### src/rtl/alu_seq_ctrl.sv
// alu_seq_ctrl
//   Multi-cycle controller sequencing a register-file / ALU datapath for a
//   small instruction set (MOV imm, MOV reg, ADD, AND, CMP, MVN).  One
//   instruction is accepted at a time with a valid/ready handshake.  Each
//   instruction is walked through GET_A / GET_B / EXEC / EXEC_S / WRITE /
//   WRITE_IMM, or rejected through ERR.
//
// Ports
//   clk          rising-edge clock
//   reset_n      asynchronous active-low reset
//   instr_valid  instruction offered this cycle
//   instr[15:0]  {opcode[15:13], op[12:11], Rn[10:8], Rd[7:5], sh[4:3], Rm[2:0]}
//   instr_ready  controller idle, can accept an instruction
//   readnum      register-file read index
//   writenum     register-file write index
//   write        register-file write enable
//   loada/b/c/s  A / B / C / status register load enables
//   asel         force ALU input A to zero
//   vsel         write-back source (0 = C register, 1 = sximm8)
//   ALUop        ALU operation (00 add, 01 sub, 10 and, 11 not B)
//   shift        shifter control for the B path
//   sximm8       sign-extended imm8 of the latched instruction
//   done         one-cycle pulse, instruction complete
//   err          one-cycle pulse, illegal instruction rejected

module alu_seq_ctrl (
  input  logic        clk,
  input  logic        reset_n,
  input  logic        instr_valid,
  input  logic [15:0] instr,
  output logic        instr_ready,
  output logic [2:0]  readnum,
  output logic [2:0]  writenum,
  output logic        write,
  output logic        loada,
  output logic        loadb,
  output logic        loadc,
  output logic        loads,
  output logic        asel,
  output logic        vsel,
  output logic [1:0]  ALUop,
  output logic [1:0]  shift,
  output logic [15:0] sximm8,
  output logic        done,
  output logic        err
);

  typedef enum logic [2:0] {
    IDLE,
    GET_A,
    GET_B,
    EXEC,
    EXEC_S,
    WRITE,
    WRITE_IMM,
    ERR
  } state_t;

  state_t      state;
  state_t      nxt;
  logic [15:0] ir;
  logic [15:0] src;
  logic        accept;

  // First state after accepting an instruction, keyed on {opcode, op}.
  function automatic state_t first_state(input logic [4:0] opc);
    case (opc)
      5'b110_10: first_state = WRITE_IMM;
      5'b110_00: first_state = GET_B;
      5'b101_00: first_state = GET_A;
      5'b101_10: first_state = GET_A;
      5'b101_01: first_state = GET_A;
      5'b101_11: first_state = GET_B;
      default:   first_state = ERR;
    endcase
  endfunction

  // Shift field applies to every register-operand instruction; MOV imm and
  // rejected encodings leave the shifter idle.
  function automatic logic [1:0] shift_of(input logic [15:0] ins);
    if ((ins[15:11] == 5'b110_00) || (ins[15:13] == 3'b101))
      shift_of = ins[4:3];
    else
      shift_of = 2'b00;
  endfunction

  assign sximm8 = {{8{ir[7]}}, ir[7:0]};
  assign accept = (state == IDLE) && instr_valid;

  // Fields are taken from the live input while idle (the accept cycle) and
  // from the latched copy afterwards, so the registered outputs for the
  // next state are valid from the very first cycle after accept.
  always_comb begin
    src = (state == IDLE) ? instr : ir;
    nxt = state;
    case (state)
      IDLE:    nxt = instr_valid ? first_state(src[15:11]) : IDLE;
      GET_A:   nxt = GET_B;
      GET_B:   nxt = (src[12:11] == 2'b01 && src[15:13] == 3'b101) ? EXEC_S : EXEC;
      EXEC:    nxt = WRITE;
      default: nxt = IDLE;
    endcase
  end

  // Single state register; every control output is registered and set
  // according to the state being entered, so all strobes default to zero.
  always_ff @(posedge clk or negedge reset_n) begin
    if (!reset_n) begin
      state       <= IDLE;
      ir          <= 16'h0000;
      instr_ready <= 1'b1;
      readnum     <= 3'd0;
      writenum    <= 3'd0;
      write       <= 1'b0;
      loada       <= 1'b0;
      loadb       <= 1'b0;
      loadc       <= 1'b0;
      loads       <= 1'b0;
      asel        <= 1'b0;
      vsel        <= 1'b0;
      ALUop       <= 2'b00;
      shift       <= 2'b00;
      done        <= 1'b0;
      err         <= 1'b0;
    end else begin
      state       <= nxt;
      instr_ready <= 1'b0;
      readnum     <= 3'd0;
      writenum    <= 3'd0;
      write       <= 1'b0;
      loada       <= 1'b0;
      loadb       <= 1'b0;
      loadc       <= 1'b0;
      loads       <= 1'b0;
      asel        <= 1'b0;
      vsel        <= 1'b0;
      done        <= 1'b0;
      err         <= 1'b0;

      if (accept) begin
        ir    <= src;
        ALUop <= (src[15:13] == 3'b101) ? src[12:11] : 2'b00;
        shift <= shift_of(src);
      end

      case (nxt)
        IDLE: instr_ready <= 1'b1;
        GET_A: begin
          readnum <= src[10:8];
          loada   <= 1'b1;
        end
        GET_B: begin
          readnum <= src[2:0];
          loadb   <= 1'b1;
        end
        EXEC: begin
          loadc <= 1'b1;
          // MOV reg passes B straight through by adding it to a zero A.
          asel  <= (src[15:11] == 5'b110_00);
        end
        EXEC_S: begin
          loads <= 1'b1;
          done  <= 1'b1;
        end
        WRITE: begin
          write    <= 1'b1;
          writenum <= src[7:5];
          done     <= 1'b1;
        end
        WRITE_IMM: begin
          write    <= 1'b1;
          writenum <= src[10:8];
          vsel     <= 1'b1;
          done     <= 1'b1;
        end
        ERR: err <= 1'b1;
        default: instr_ready <= 1'b0;
      endcase
    end
  end

endmodule

### config.mk
export PLATFORM = sky130hd
export DESIGN_NAME = alu_seq_ctrl
export DESIGN_NICKNAME = d
export VERILOG_FILES = /design/src/rtl/alu_seq_ctrl.sv
export SDC_FILE = /design/constraint.sdc
export NUM_CORES = 1
export LEC_CHECK = 0
export BUFFER_PORTS_ARGS = -buffer_cell sky130_fd_sc_hd__buf_2
export CAP_MARGIN = 20
export CORE_MARGIN = 2
export CORE_UTILIZATION = 45
export DETAILED_ROUTE_END_ITERATION = 7
export PLACE_DENSITY = 0.71
export SYNTH_ARGS = -nofsm -noshare
export SYNTH_HDL_FRONTEND = slang
export SYNTH_SLANG_ARGS = --single-unit
### constraint.sdc
create_clock -name clk -period 4.5 [get_ports clk]
set_input_delay 0.225 -clock clk [delete_from_list [all_inputs] [get_ports clk]]
set_output_delay 0.225 -clock clk [all_outputs]
set_load 0.01 [all_outputs]
==> reports/metrics.cfg <==
[outcome]
status = complete, no violations

[final_layout]
multiInputGateArea_sq_um = 748
fillers = 399
syn2layout_area_growth_pct = 13.6
n_antenna_cell = 0
drive_gt1_share_pct = 33.6
fin_nets = 247
final_cell_area_sq_um = 2170
seq_area_sq_um = 977
stdcell_count = 279
final_util_pct = 53.5

[drt]
drt_first_pass_iters = 4
totalWireLength_um = 3840
postRouteAntennaNets = 0
avgViaCountPerCell = 5.10
wl_per_cell_um = 13.7
drtIter0Drc = 93
vias = 1423
drc_errors = 0

[timing]
finalClockSkew_ns = 0.00510
worst_pin_slew_ns = 0.933
max_slew_margin_pct = 37.4
timing.final.ws_setup_ns = 2.13
setup_viol = 0
hold-worst-slack_ns = 0.0386
tns_ns = 0
fmax_mhz = 422
slew_violations = 0
hold_violations = 0
post-route-min-period_ns = 2.37
rsz0062_at_grt = false
timing.final.crit_share_pct = 52.7

[worst_setup_path]
crit_arrival_ns = 2.53
endpoint_kind = register
critPathLaunchType = register
r2r_cells = 4
worst-path-max-fanout = 20
path_class = register to register
cp.required_ns = 4.66

[yosys]
synth-main-ff-cell = dfrtp_1
synth_seq_area_share_pct = 51.1
yosysUniqueCellTypes = 41
synth_edf_count = 0
async_flop_share_pct = 100
synth_cells = 191
syn_area_sq_um = 1910
syn_nets = 210
ys_ff_latch = 39
syn_avg_cell_area_sq_um = 10.0
yosys_warnings = 0

[place]
dp_hpwl_um = 2800
place_ws_ns = 2.12
dp.cells = 271
place.gp.congestion = 0.809
numPortBuffers = 54
post_dp_cell_area_sq_um = 2090

[clock_network]
clock_latency_ns = 0.28
cts.sinks = 39
hold_buffers = 0
cts_resized = 0
post_cts_buffers = 0
cts_tree = yes
cts-root-buf = clkbuf_8
path_clk_slew_ns = 0.07
cts-buffers-inserted = 5
ctsHtreeMaxLevel = 2
cts.path.max_buffers = 2

[global_route]
grt.total_usage_pct = 16.8
antenna_found_initial = 0
grt_pass1_wl_um = 6580
grt_max_degree = 40
grt-ovfl-total = 0
first_global_vias = 1356

[power_and_ir_drop]
ir_drop_mv = 0.216
power_density_nw_per_um2 = 673
p_leak_nw = 1.17
total_power_mw = 1.46

[die]
die_h_um = 69.2
row_count = 23
io_pins = 55
die_x_um = 69.2
coreArea_sq_um = 4060
die_area_sq_um = 4780
start_util_pct = 47.1

[job]
drv_cap = 0

[worst_hold_path]
hp-class = primary input to async pin

[layout make-up]
class                           instances  area share (%)
Tap cell                               50            2.88
Multi-Input combinational cell        121            34.5
Sequential cell                        39            45.0
Timing Repair Buffer                   55            12.8
Inverter                                6            1.04
Clock buffer                            7            3.52
Clock inverter                          1           0.231
[critical path: stages, from the launching register on]
cell	delay [ns]
dfrtp_1	0.47
nor3_2	0.80
nand2_1	0.66
nand2_1	0.22
o21ai_0	0.10
[flip-flops by register name, summed over array words and instances (netlist names), 2 cells and up]
signal    flops
ALUop         2
writenum      3
ir           16
shift         2
readnum       3
state         3
[kinds of logic (layout without fill, tap and decap cells)]
kind of cell    after synthesis  after routing  share of synthesized area (%)
compound gates               26             26                           12.4
buf+inv                      31             69                           9.69
flops                        39             39                           51.1
mux                           8              8                           4.45
simple gates                 87             87                           22.3
[power by group]
part	switching, mW	internal [mW]	total [mW]
clock network	0.111	0.109	0.220
logic	0.392	0.269	0.661
registers	0.0999	0.480	0.580
total	0.603	0.858	1.46
[cells in the mapped netlist, types with 2 or more instances]
| cell type | n | share of area, % |
|---|---|---|
| o21ai_0 | 6 | 1.6 |
| nand4_1 | 3 | 0.98 |
| mux2i_1 | 4 | 2.1 |
| o21ai_1 | 3 | 0.79 |
| a211o_1 | 2 | 0.92 |
| mux2_2 | 3 | 1.8 |
| a21oi_1 | 4 | 1.0 |
| o41ai_2 | 3 | 2.6 |
| inv_1 | 6 | 1.2 |
| nor2_1 | 6 | 1.2 |
| and3b_1 | 2 | 0.92 |
| nand2_1 | 54 | 11 |
| or3b_2 | 2 | 0.92 |
| nor4_1 | 2 | 0.65 |
| nand4b_1 | 2 | 0.92 |
| dfrtp_1 | 38 | 50 |
| buf_2 | 4 | 1.0 |
| and3_1 | 2 | 0.65 |
| clkbuf_1 | 4 | 0.79 |
| nand2b_1 | 3 | 0.98 |
| buf_4 | 17 | 6.7 |
| nand3_1 | 2 | 0.52 |
[routing by layer]
metal / vias up / global-route usage [%] / part of all wire (%)
met5: - / 0 / 0
met4: 0 / 4.58 / 1.1
met3: 6 / 3.80 / 5.3
met2: 46 / 25.0 / 47
met1: 671 / 24.6 / 47
li1: 700 / - / -
[cell usage in the layout (no fill, tap or decap), types with 2 or more instances in the layout]
cell type / count
nand3_1: 2
a211o_1: 2
inv_1: 6
and3_1: 2
or3b_2: 2
clkbuf_1: 2
nand2b_1: 3
nand4b_1: 2
a21oi_1: 4
clkbuf_8: 5
o41ai_2: 3
nor2_1: 6
buf_2: 54
dfrtp_1: 38
o21ai_1: 3
o21ai_0: 6
nand2_1: 54
mux2i_1: 4
mux2_2: 3
nand4_1: 3
and3b_1: 2
nor4_1: 2
[path summary, 6_finish.rpt]
kind	startpoint	end	slack, ns
setup / recovery	state[1]	shift[1]	2.13
max in group asynchronous	reset_n	ALUop[1]	3.93
hold reg to reg	ir[4]	ir[4]	0.47
min in group clk	instr[5]	ir[5]	0.12
hold / removal	reset_n	ir[3]	0.04
setup reg to reg	state[1]	shift[1]	2.13
(Power assumes the default switching activity.)
